## src/rtl/decode_buffer.sv

```systemverilog
// -----------------------------------------------------------------------------
// decode_buffer
//
// Decoding instruction buffer placed between fetch and the issue queue.
// Up to FETCH_WIDTH fetched instructions per cycle are decoded when they are
// written and are held in a circular buffer of DEPTH entries. The oldest
// ISSUE_WIDTH entries are presented, in program order, to the issue queue.
// A flush (branch mispredict) empties the buffer and drops the incoming group.
//
// Ports
//   clk        in   clock, rising edge
//   rst        in   asynchronous active-high reset (control state only)
//   flush      in   discard all buffered and incoming instructions
//   in_valid   in   [FETCH_WIDTH]  per-lane valid, lanes need not be contiguous
//   in_req     in   [FETCH_WIDTH*97] per lane {pc, inst, predict_pc_addr,
//                   predict_brunch_taken}, lane 0 in the low bits
//   in_ready   out  room for a full fetch group (registered count only)
//   out_valid  out  [ISSUE_WIDTH] thermometer code, lane 0 = oldest
//   out_elem   out  [ISSUE_WIDTH*195] decoded elements, lane 0 in the low bits
//   out_take   in   lanes consumed this cycle, <= popcount(out_valid)
//   occupancy  out  current entry count
//
// Decoded element layout (MSB first, 195 bits):
//   pc[32] predict_pc_addr[32] predict_brunch_taken[1]
//   num1[32] num1_needed[1] num1_reg_addr[5]
//   num2[32] num2_needed[1] num2_reg_addr[5]
//   memory_addr_offset[32] accept_mask[3] inst_type[2]
//   alu_op[3] llu_op[2] brunch_type[2] mem_type[2]
//   mem_read_ena[1] mem_write_ena[1] write_reg[1] write_reg_addr[5]
// Encodings:
//   inst_type   : 0 arithmatic, 1 brunch
//   alu_op      : 0 nop, 1 add, 2 sub, 3 and, 4 or
//   llu_op      : 0 nop, 1 eq, 2 neq
//   brunch_type : 0 nbc, 1 j, 2 b
//   mem_type    : 0 wrd
// -----------------------------------------------------------------------------
module decode_buffer #(
  parameter int FETCH_WIDTH = 2,
  parameter int ISSUE_WIDTH = 2,
  parameter int DEPTH       = 8,
  localparam int REQ_W      = 97,
  localparam int ELEM_W     = 195
) (
  input  logic                               clk,
  input  logic                               rst,
  input  logic                               flush,
  input  logic [FETCH_WIDTH-1:0]             in_valid,
  input  logic [FETCH_WIDTH*REQ_W-1:0]       in_req,
  output logic                               in_ready,
  output logic [ISSUE_WIDTH-1:0]             out_valid,
  output logic [ISSUE_WIDTH*ELEM_W-1:0]      out_elem,
  input  logic [$clog2(ISSUE_WIDTH+1)-1:0]   out_take,
  output logic [$clog2(DEPTH+1)-1:0]         occupancy
);

  localparam int PW = (DEPTH > 1) ? $clog2(DEPTH) : 1;
  localparam int CW = $clog2(DEPTH + 1);
  // Pointer mask keeps indices legal even in the degenerate DEPTH=1 case.
  localparam logic [PW-1:0] PMASK = PW'(DEPTH - 1);
  localparam logic [CW-1:0] READY_MAX = CW'(DEPTH - FETCH_WIDTH);

  localparam logic [5:0] OP_SPECIAL = 6'h00;
  localparam logic [5:0] OP_J       = 6'h02;
  localparam logic [5:0] OP_JAL     = 6'h03;
  localparam logic [5:0] OP_BEQ     = 6'h04;
  localparam logic [5:0] OP_BNE     = 6'h05;
  localparam logic [5:0] OP_ADDIU   = 6'h09;
  localparam logic [5:0] OP_ORI     = 6'h0D;
  localparam logic [5:0] OP_LUI     = 6'h0F;
  localparam logic [5:0] OP_LW      = 6'h23;
  localparam logic [5:0] OP_SW      = 6'h2B;

  localparam logic [5:0] FN_ADDU = 6'h21;
  localparam logic [5:0] FN_SUBU = 6'h23;
  localparam logic [5:0] FN_AND  = 6'h24;
  localparam logic [5:0] FN_OR   = 6'h25;

  localparam logic [1:0] TYPE_ARITH  = 2'd0;
  localparam logic [1:0] TYPE_BRUNCH = 2'd1;
  localparam logic [2:0] ALU_NOP = 3'd0;
  localparam logic [2:0] ALU_ADD = 3'd1;
  localparam logic [2:0] ALU_SUB = 3'd2;
  localparam logic [2:0] ALU_AND = 3'd3;
  localparam logic [2:0] ALU_OR  = 3'd4;
  localparam logic [1:0] LLU_NOP = 2'd0;
  localparam logic [1:0] LLU_EQ  = 2'd1;
  localparam logic [1:0] LLU_NEQ = 2'd2;
  localparam logic [1:0] BR_NBC  = 2'd0;
  localparam logic [1:0] BR_J    = 2'd1;
  localparam logic [1:0] BR_B    = 2'd2;
  localparam logic [1:0] MEM_WRD = 2'd0;

  typedef struct packed {
    logic [31:0] pc;
    logic [31:0] inst;
    logic [31:0] predict_pc_addr;
    logic        predict_brunch_taken;
  } req_t;

  typedef struct packed {
    logic [31:0] pc;
    logic [31:0] predict_pc_addr;
    logic        predict_brunch_taken;
    logic [31:0] num1;
    logic        num1_needed;
    logic [4:0]  num1_reg_addr;
    logic [31:0] num2;
    logic        num2_needed;
    logic [4:0]  num2_reg_addr;
    logic [31:0] memory_addr_offset;
    logic [2:0]  accept_mask;
    logic [1:0]  inst_type;
    logic [2:0]  alu_op;
    logic [1:0]  llu_op;
    logic [1:0]  brunch_type;
    logic [1:0]  mem_type;
    logic        mem_read_ena;
    logic        mem_write_ena;
    logic        write_reg;
    logic [4:0]  write_reg_addr;
  } elem_t;

  // Single-instruction decoder. Everything not touched by an opcode keeps
  // the NOP defaults set at the top.
  function automatic elem_t decode(input req_t r);
    elem_t       e;
    logic [5:0]  op;
    logic [5:0]  fn;
    logic [4:0]  rs;
    logic [4:0]  rt;
    logic [4:0]  rd;
    logic [31:0] simm;
    logic [31:0] pc4;
    logic        is_r;
    logic [2:0]  r_alu;
    op   = r.inst[31:26];
    fn   = r.inst[5:0];
    rs   = r.inst[25:21];
    rt   = r.inst[20:16];
    rd   = r.inst[15:11];
    simm = {{16{r.inst[15]}}, r.inst[15:0]};
    pc4  = r.pc + 32'd4;
    is_r  = 1'b0;
    r_alu = ALU_NOP;

    e                      = '0;
    e.pc                   = r.pc;
    e.predict_pc_addr      = r.predict_pc_addr;
    e.predict_brunch_taken = r.predict_brunch_taken;
    e.accept_mask          = 3'b111;
    e.inst_type            = TYPE_ARITH;
    e.alu_op               = ALU_NOP;
    e.llu_op               = LLU_NOP;
    e.brunch_type          = BR_NBC;
    e.mem_type             = MEM_WRD;

    case (op)
      OP_ORI, OP_ADDIU: begin
        e.num1_needed    = 1'b1;
        e.num1_reg_addr  = rs;
        e.num2           = simm;
        e.alu_op         = (op == OP_ORI) ? ALU_OR : ALU_ADD;
        e.write_reg      = 1'b1;
        e.write_reg_addr = rt;
      end
      OP_LUI: begin
        e.num2           = {r.inst[15:0], 16'b0};
        e.alu_op         = ALU_OR;
        e.write_reg      = 1'b1;
        e.write_reg_addr = rt;
      end
      OP_SPECIAL: begin
        case (fn)
          FN_ADDU: begin is_r = 1'b1; r_alu = ALU_ADD; end
          FN_SUBU: begin is_r = 1'b1; r_alu = ALU_SUB; end
          FN_AND:  begin is_r = 1'b1; r_alu = ALU_AND; end
          FN_OR:   begin is_r = 1'b1; r_alu = ALU_OR;  end
          default: begin is_r = 1'b0; r_alu = ALU_NOP; end
        endcase
        if (is_r) begin
          e.num1_needed    = 1'b1;
          e.num1_reg_addr  = rs;
          e.num2_needed    = 1'b1;
          e.num2_reg_addr  = rt;
          e.alu_op         = r_alu;
          e.write_reg      = 1'b1;
          e.write_reg_addr = rd;
        end
      end
      OP_LW: begin
        e.num1_needed        = 1'b1;
        e.num1_reg_addr      = rs;
        e.memory_addr_offset = simm;
        e.mem_read_ena       = 1'b1;
        e.alu_op             = ALU_ADD;
        e.write_reg          = 1'b1;
        e.write_reg_addr     = rt;
      end
      OP_SW: begin
        e.num1_needed        = 1'b1;
        e.num1_reg_addr      = rs;
        e.num2_needed        = 1'b1;
        e.num2_reg_addr      = rt;
        e.memory_addr_offset = simm;
        e.mem_write_ena      = 1'b1;
      end
      OP_J, OP_JAL: begin
        e.inst_type   = TYPE_BRUNCH;
        e.brunch_type = BR_J;
        e.num2        = {pc4[31:28], r.inst[25:0], 2'b00};
        if (op == OP_JAL) begin
          // Link value is produced here, so no register operand is needed.
          e.num1           = r.pc + 32'd8;
          e.write_reg      = 1'b1;
          e.write_reg_addr = 5'd31;
        end
      end
      OP_BEQ, OP_BNE: begin
        e.inst_type          = TYPE_BRUNCH;
        e.brunch_type        = BR_B;
        e.llu_op             = (op == OP_BEQ) ? LLU_EQ : LLU_NEQ;
        e.num1_needed        = 1'b1;
        e.num1_reg_addr      = rs;
        e.num2_needed        = 1'b1;
        e.num2_reg_addr      = rt;
        e.memory_addr_offset = pc4 + {simm[29:0], 2'b00};
      end
      default: begin
        e.alu_op = ALU_NOP;
      end
    endcase
    return e;
  endfunction

  logic [PW-1:0] r_head;
  logic [PW-1:0] r_tail;
  logic [CW-1:0] r_count;
  elem_t         r_mem [DEPTH];

  logic          w_wr_en;
  logic [CW-1:0] w_wr_cnt;
  logic [PW-1:0] w_slot [FETCH_WIDTH];
  elem_t         w_dec  [FETCH_WIDTH];

  assign in_ready  = (r_count <= READY_MAX);
  assign occupancy = r_count;
  assign w_wr_en   = in_ready && (|in_valid) && !flush;

  genvar gi;
  generate
    for (gi = 0; gi < FETCH_WIDTH; gi++) begin : g_dec
      assign w_dec[gi] = decode(in_req[gi*REQ_W +: REQ_W]);
    end
  endgenerate

  // Compact valid lanes: each valid lane lands at tail + (number of valid
  // lanes below it), so gaps in in_valid never leave holes in the buffer.
  always_comb begin
    logic [CW-1:0] acc;
    acc = '0;
    for (int i = 0; i < FETCH_WIDTH; i++) begin
      w_slot[i] = (r_tail + PW'(acc)) & PMASK;
      acc       = acc + CW'(in_valid[i]);
    end
    w_wr_cnt = w_wr_en ? acc : '0;
  end

  // ---- write stage: storage (data, not reset) ----
  always_ff @(posedge clk) begin
    for (int i = 0; i < FETCH_WIDTH; i++) begin
      if (w_wr_en && in_valid[i]) begin
        r_mem[w_slot[i]] <= w_dec[i];
      end
    end
  end

  // ---- write/read stage: pointers and count ----
  always_ff @(posedge clk or posedge rst) begin
    if (rst) begin
      r_head  <= '0;
      r_tail  <= '0;
      r_count <= '0;
    end else if (flush) begin
      r_head  <= '0;
      r_tail  <= '0;
      r_count <= '0;
    end else begin
      r_head  <= (r_head + PW'(out_take)) & PMASK;
      r_tail  <= (r_tail + PW'(w_wr_cnt)) & PMASK;
      r_count <= r_count + w_wr_cnt - CW'(out_take);
    end
  end

  // ---- read side: combinational view of the oldest entries ----
  genvar gk;
  generate
    for (gk = 0; gk < ISSUE_WIDTH; gk++) begin : g_out
      logic [PW-1:0] w_rd_idx;
      assign w_rd_idx                       = (r_head + PW'(gk)) & PMASK;
      assign out_elem[gk*ELEM_W +: ELEM_W]  = r_mem[w_rd_idx];
      assign out_valid[gk]                  = (r_count > CW'(gk));
    end
  endgenerate

endmodule
```

## config.mk

```make
export PLATFORM = sky130hd
export DESIGN_NAME = decode_buffer
export DESIGN_NICKNAME = d
export VERILOG_FILES = /design/src/rtl/decode_buffer.sv
export SDC_FILE = /design/constraint.sdc
export NUM_CORES = 2
export LEC_CHECK = 0
export CAP_MARGIN = 20
export CELL_PAD_IN_SITES_DETAIL_PLACEMENT = 1
export CELL_PAD_IN_SITES_GLOBAL_PLACEMENT = 2
export CORE_MARGIN = 2
export CORE_UTILIZATION = 38
export DETAILED_ROUTE_END_ITERATION = 10
export GPL_TIMING_DRIVEN = 1
export PLACE_DENSITY = 0.81
export SLEW_MARGIN = 15
export SYNTH_ARGS = -nofsm -noshare
export SYNTH_HDL_FRONTEND = slang
export SYNTH_SLANG_ARGS = --single-unit
```

## constraint.sdc

```tcl
create_clock -name clk -period 18 [get_ports clk]
set_input_delay 5.4 -clock clk [delete_from_list [all_inputs] [get_ports clk]]
set_output_delay 5.4 -clock clk [all_outputs]
set_load 0.05 [all_outputs]
```

# ---- Word level (Yosys, flattened, before mapping)
# Memories as Yosys holds them, arrays and structs flattened.
# Index checks and enable logic that the tools add are counted.
dict set report op_classes {
  addsub 13
  eq_ne 26
  order_cmp 3
  shift 0
  reduce_logical 26
  div_mod_pow 0
  mul 0
  n_mux 54
  bitwise 0
}
# cell n
set ops {}
lappend ops {{$pmux W32 S3} 2}
lappend ops {{$mux W32} 4}
lappend ops {{$pmux W32 S2} 2}
lappend ops {{$eq A6 B6 Y1 const B} 12}
lappend ops {{$add A32 B3 Y32 const B} 2}
lappend ops {{$add A32 B32 Y32} 2}
lappend ops {{$add A32 B4 Y32 const B} 2}
lappend ops {{$mux W6} 8}
lappend ops {{$pmux W3 S4} 4}
lappend ops {{$pmux W6 S2} 4}
lappend ops {{$eq A6 B4 Y1 const B} 6}
lappend ops {{$pmux W6 S3} 2}
lappend ops {{$eq A6 B2 Y1 const B} 4}
lappend ops {{$eq A6 B3 Y1 const B} 4}
lappend ops {{$reduce_or A4 Y1} 6}
lappend ops {{$mux W3} 6}
lappend ops {{$reduce_or A2 Y1} 9}
lappend ops {{$mux W1} 14}
lappend ops {{$logic_not A6 Y1} 2}
lappend ops {{$reduce_or A6 Y1} 2}
lappend ops {{$mux W2} 5}
lappend ops {{$gt A4 B1 Y1 const B} 2}
lappend ops {{$pmux W2 S2} 2}
lappend ops {{$add A3 B2 Y3} 2}
lappend ops {{10 further kinds} 14}
dict set report totals {
  ram_bits 1512
  rom_bits 0
  out_inout_bits 397
  register_bits 10
  input_bits 201
  wordCells 126
  mem_count 1
  latchBits 0
}
# memory depth word_bits read_ports rd_clocked_by_memory_dff write_ports line_no
set memory_table {}
lappend memory_table {r_mem 8 189 2 0 2 238} ;# elem_t r_mem [DEPTH];

# ---- Logic depth before layout (Yosys ltp)
dict set report depth {
  depth_word 7
  ltp_mapped 19
  ltp_nobuf 18
}

# ---- Least setup slack after synthesis
# OpenSTA, ideal clock, no wires.
dict set report synth_path {
  kind {input to register}
  start {input in_valid[0]}
  end {memory r_mem[4][0] (netlist name) (enable)}
  path_buffers 0
  cell_stages 5
  arrival_time_ns 19.906
  slack_ns -2.922
  setup_time_ns 1.017
  required_time_ns 16.983
  cell_sequence {inv_1 > ha_1 > nor3b_2 > nand3_1 > o31ai_1}
}
# element line_no
set synth_lines {}
lappend synth_lines {{from (decl)} 47} ;# input logic [FETCH_WIDTH-1:0] in_valid,
lappend synth_lines {{to (decl)} 238}

# ---- Final worst setup path
dict set report layout_path {
  start {register r_head[0]}
  end {output out_elem[227]}
}
dict set report layout_between {
  elab_chain_len 2
}
# element line_no
set layout_rtl {}
lappend layout_rtl {{from (decl)} 235} ;# logic [PW-1:0] r_head;
lappend layout_rtl {{from (signal assigned)} 288} ;# r_head <= (r_head + PW'(out_take)) & PMASK;
lappend layout_rtl {{$add A3 B1 Y3} 299} ;# assign w_rd_idx = (r_head + PW'(gk)) & PMASK;
lappend layout_rtl {{$mem_v2 Z8 W189} --}
lappend layout_rtl {{to (decl)} 51} ;# output logic [ISSUE_WIDTH*ELEM_W-1:0] out_elem,
# No other way between the ends.

==> results.py <==
metrics = {
    "logic_synthesis": {
        "synth_area_um2": 92800,
        "synthArstFlopShare_pct": 0.657,
        "yosys_warnings": 0,
        "synth_cells": 7880,
        "ys_ff_latch": 1522,
        "syn_area_per_cell_um2": 11.8,
        "synth_ff_type": "edfxtp_1",
        "synth_edf_count": 1512,
        "seq_area_frac_synth_pct": 49.2,
        "synth_cell_types": 90,
    },
    "placement": {
        "place_hpwl_mm": 241,
        "gp_congestion": 0.929,
        "numPortBuffers": 585,
        "dp.cells": 11111,
    },
    "worst_setup_path": {
        "r2r_slack_ps": 11830,
        "r2r_cells": 13,
        "worst-endpoint-arrival_ps": 6260,
        "critPathKind": "reg2out",
        "rr_startpoint": "occupancy[3]",
        "critPathRequiredTime_ps": 12600,
        "startpoint": "r_head[0]",
        "crit_fanout": 144,
        "crit_path_end_kind": "output pin",
        "cp-start-kind": "flop",
        "r2r-end": "r_mem[0][157]",
    },
    "detailed_routing": {
        "wl_mm": 389,
        "drc": 0,
        "dr.pass1.iters": 6,
        "vias": 72629,
        "viasPerCell": 6.33,
        "post_drt_wl_per_cell_um": 33.9,
        "ant_nets": 0,
        "drt_iter0_drc": 8699,
    },
    "power_and_ir_drop": {
        "switching_share_pct": 35.9,
        "vdd.ir_drop.worst_mv": 0.0820,
        "power_frac_comb_pct": 33.8,
        "power.leakage_nw": 39.8,
        "p_switching_w": 0.00427,
        "p_clk_share_pct": 31.4,
        "p_total_w": 0.0119,
        "seqPwrFrac_pct": 34.8,
        "internal-power_w": 0.00762,
        "powerDensity_nw_per_um2": 111,
    },
    "timing": {
        "rsz0062_at_grt": "no",
        "clock.fmax_ghz": 0.0858,
        "tightest_slew_ps": 1280,
        "hold_viol": 0,
        "fin_skew_ps": 32.7,
        "hold_ws_ps": 678,
        "relSlewSlack_pct": 14.8,
        "setup_viol": 0,
        "drv_slew": 0,
        "fin_tns_setup_ps": 0,
        "period_share_pct": 64.8,
        "fin_crit_ps": 11660,
    },
    "finish": {
        "drive_gt1_share_pct": 20.1,
        "area_growth_pct": 15.8,
        "stdcell_count": 11465,
        "postLayoutCoreUtil_pct": 44.2,
        "nNetsFinal": 8388,
        "mostFrequentLayoutCells": "nand2_1, edfxtp_1, mux4_2, clkdlybuf4s50_1, nor2_1",
        "n_fill_cell": 25323,
        "final_common_cell": "nand2_1",
    },
    "global_routing": {
        "grt_pass1_vias": 74611,
        "grt_start_max_net_pins": 145,
        "antenna_found_initial": 47,
        "overflow": 0,
        "track_usage_pct": 30.6,
        "grt_pass1_wl_mm": 548,
    },
    "floorplanning": {
        "boundaryPins": 598,
        "die_y_um": 498,
        "fp.dieArea_um2": 248000,
        "initial_core_util_pct": 38.2,
        "fp-row-count": 181,
        "core_area_um2": 243000,
        "die_w_um": 498,
    },
    "clock_network": {
        "clk_pin_slew_ps": 60,
        "h-tree-depth": 4,
        "clock_latency_ps": 850,
        "cts_resized": 0,
        "clockRootBuffer": "clkbuf_16",
        "ctsHoldBuffers": 0,
        "cts_tree": "built",
        "cts.sinks": 1522,
        "clk_path_buf_depth": 3,
        "post_cts.repair.setup_buffers": 0,
        "numCtsBuffers": 182,
    },
    "min_path": {
        "hp-start": "r_tail[2]",
        "min_path_type": "reg2reg",
        "min_delay_path_depth": 2,
        "hold_path_end": "r_tail[2]",
    },
    "run": {
        "maxCapViolCount": 0,
    },
    "status": {
        "status": "finished clean",
    },
}
-- critical path, cell delays in order (launching register included) --
cell             delay (ps)
dfrtp_4                1080
ha_4                    710
buf_12                  640
buf_4                   940
mux4_2                  440
mux2_2                  270
clkdlybuf4s50_1         870
-- power by group through the flow --
stage / sequential (W) / combinational, W / clock (W)
after global routing: 0.00415 / 0.00415 / 0.00388
after global placement: 0.00420 / 0.00396 / 0
final: 0.00414 / 0.00402 / 0.00374
after CTS: 0.00414 / 0.00402 / 0.00377
after floorplan: 0.00424 / 0.00256 / 0
after detailed placement: 0.00421 / 0.00400 / 0
-- sequential cells by signal, summed over array words and instances (netlist names) --
name / cells
r_head: 3
occupancy: 4
r_tail: 3
r_mem: 1512
-- Yosys cell counts, drive strengths merged (7+ instances only) --
library cell	n	share of area (%)
nor4	9	0.061
xor2	76	0.73
a2bb2oi	8	0.076
o31ai	15	0.14
o21a	16	0.13
mux4	756	18
xnor2	87	0.83
a21o	24	0.19
o31a	9	0.085
or3	8	0.059
and2	30	0.20
buf	342	1.8
nand2b	16	0.11
and3	16	0.11
a32oi	11	0.10
dfrtp	10	0.27
nor2	544	2.2
a22oi	94	0.76
nand3	89	0.49
and4	8	0.076
ha	86	1.2
nand4	33	0.23
a221o	17	0.18
o211ai	7	0.062
mux2	379	4.6
nor2b	17	0.11
mux2i	173	1.9
o21bai	9	0.073
a221oi	23	0.23
nand2	2005	8.1
edfxtp	1512	49
clkbuf	411	1.7
o21ai	388	2.1
nor3	33	0.20
a21oi	496	2.7
a22o	15	0.14
inv	39	0.16
-- area by class of cell --
| type | instances | area, um2 | share of cell area (%) |
|---|---|---|---|
| sequential | 1522 | 45700 | 42.5 |
| tap | 3202 | 4010 | 3.73 |
| multi-input combinational | 5576 | 44200 | 41.1 |
| clock buffer | 222 | 4790 | 4.46 |
| inverter | 39 | 146 | 0.136 |
| clock inverter | 112 | 1110 | 1.03 |
| timing repair buffer | 774 | 7500 | 6.98 |
| antenna | 18 | 45.0 | 0.0419 |
-- metrics by stage --
step	instance area (um2)	setup slack [ps]
3_5_place_dp	101000	6610
4_1_cts	107000	6250
6_report	107000	6340
3_3_place_gp	101000	6610
5_1_grt	107000	6020
2_1_floorplan	92800	-2360
-- cells by family (layout without fill, tap and decap cells) --
| group | Yosys count | in the layout | share of synthesized area, % |
|---|---|---|---|
| and+or+nand+nor | 2826 | 2826 | 12.1 |
| DFF | 1522 | 1522 | 49.2 |
| muxes | 1308 | 1308 | 24.8 |
| AOI/OAI and AO/OA | 1175 | 1175 | 7.40 |
| buffers and inverters | 792 | 1147 | 3.59 |
| xor gates and xnor gates | 163 | 163 | 1.56 |
| adders and majority gates | 92 | 92 | 1.29 |
| other | 2 | 30 | 0.00809 |
-- worst max-delay path by stage --
stage | slack [ps] | end | cells past startpoint
after floorplan | -2360 | r_mem[7][0] | 5
after global placement | 6610 | r_mem[0][47] | 12
after detailed placement | 6610 | r_mem[0][39] | 12
after CTS | 6250 | out_elem[228] | 6
after global routing | 6020 | out_elem[366] | 6
final | 6340 | out_elem[227] | 6
-- per-layer routing --
metal	wire length (um)	up-vias	global-route usage, %
met4	18800	60	13.5
met2	181000	4026	49.0
met5	402	-	0
met1	148000	37931	39.0
met3	40000	856	7.86
li1	-	29756	-
No activity file was read; power rests on OpenSTA's default activity.
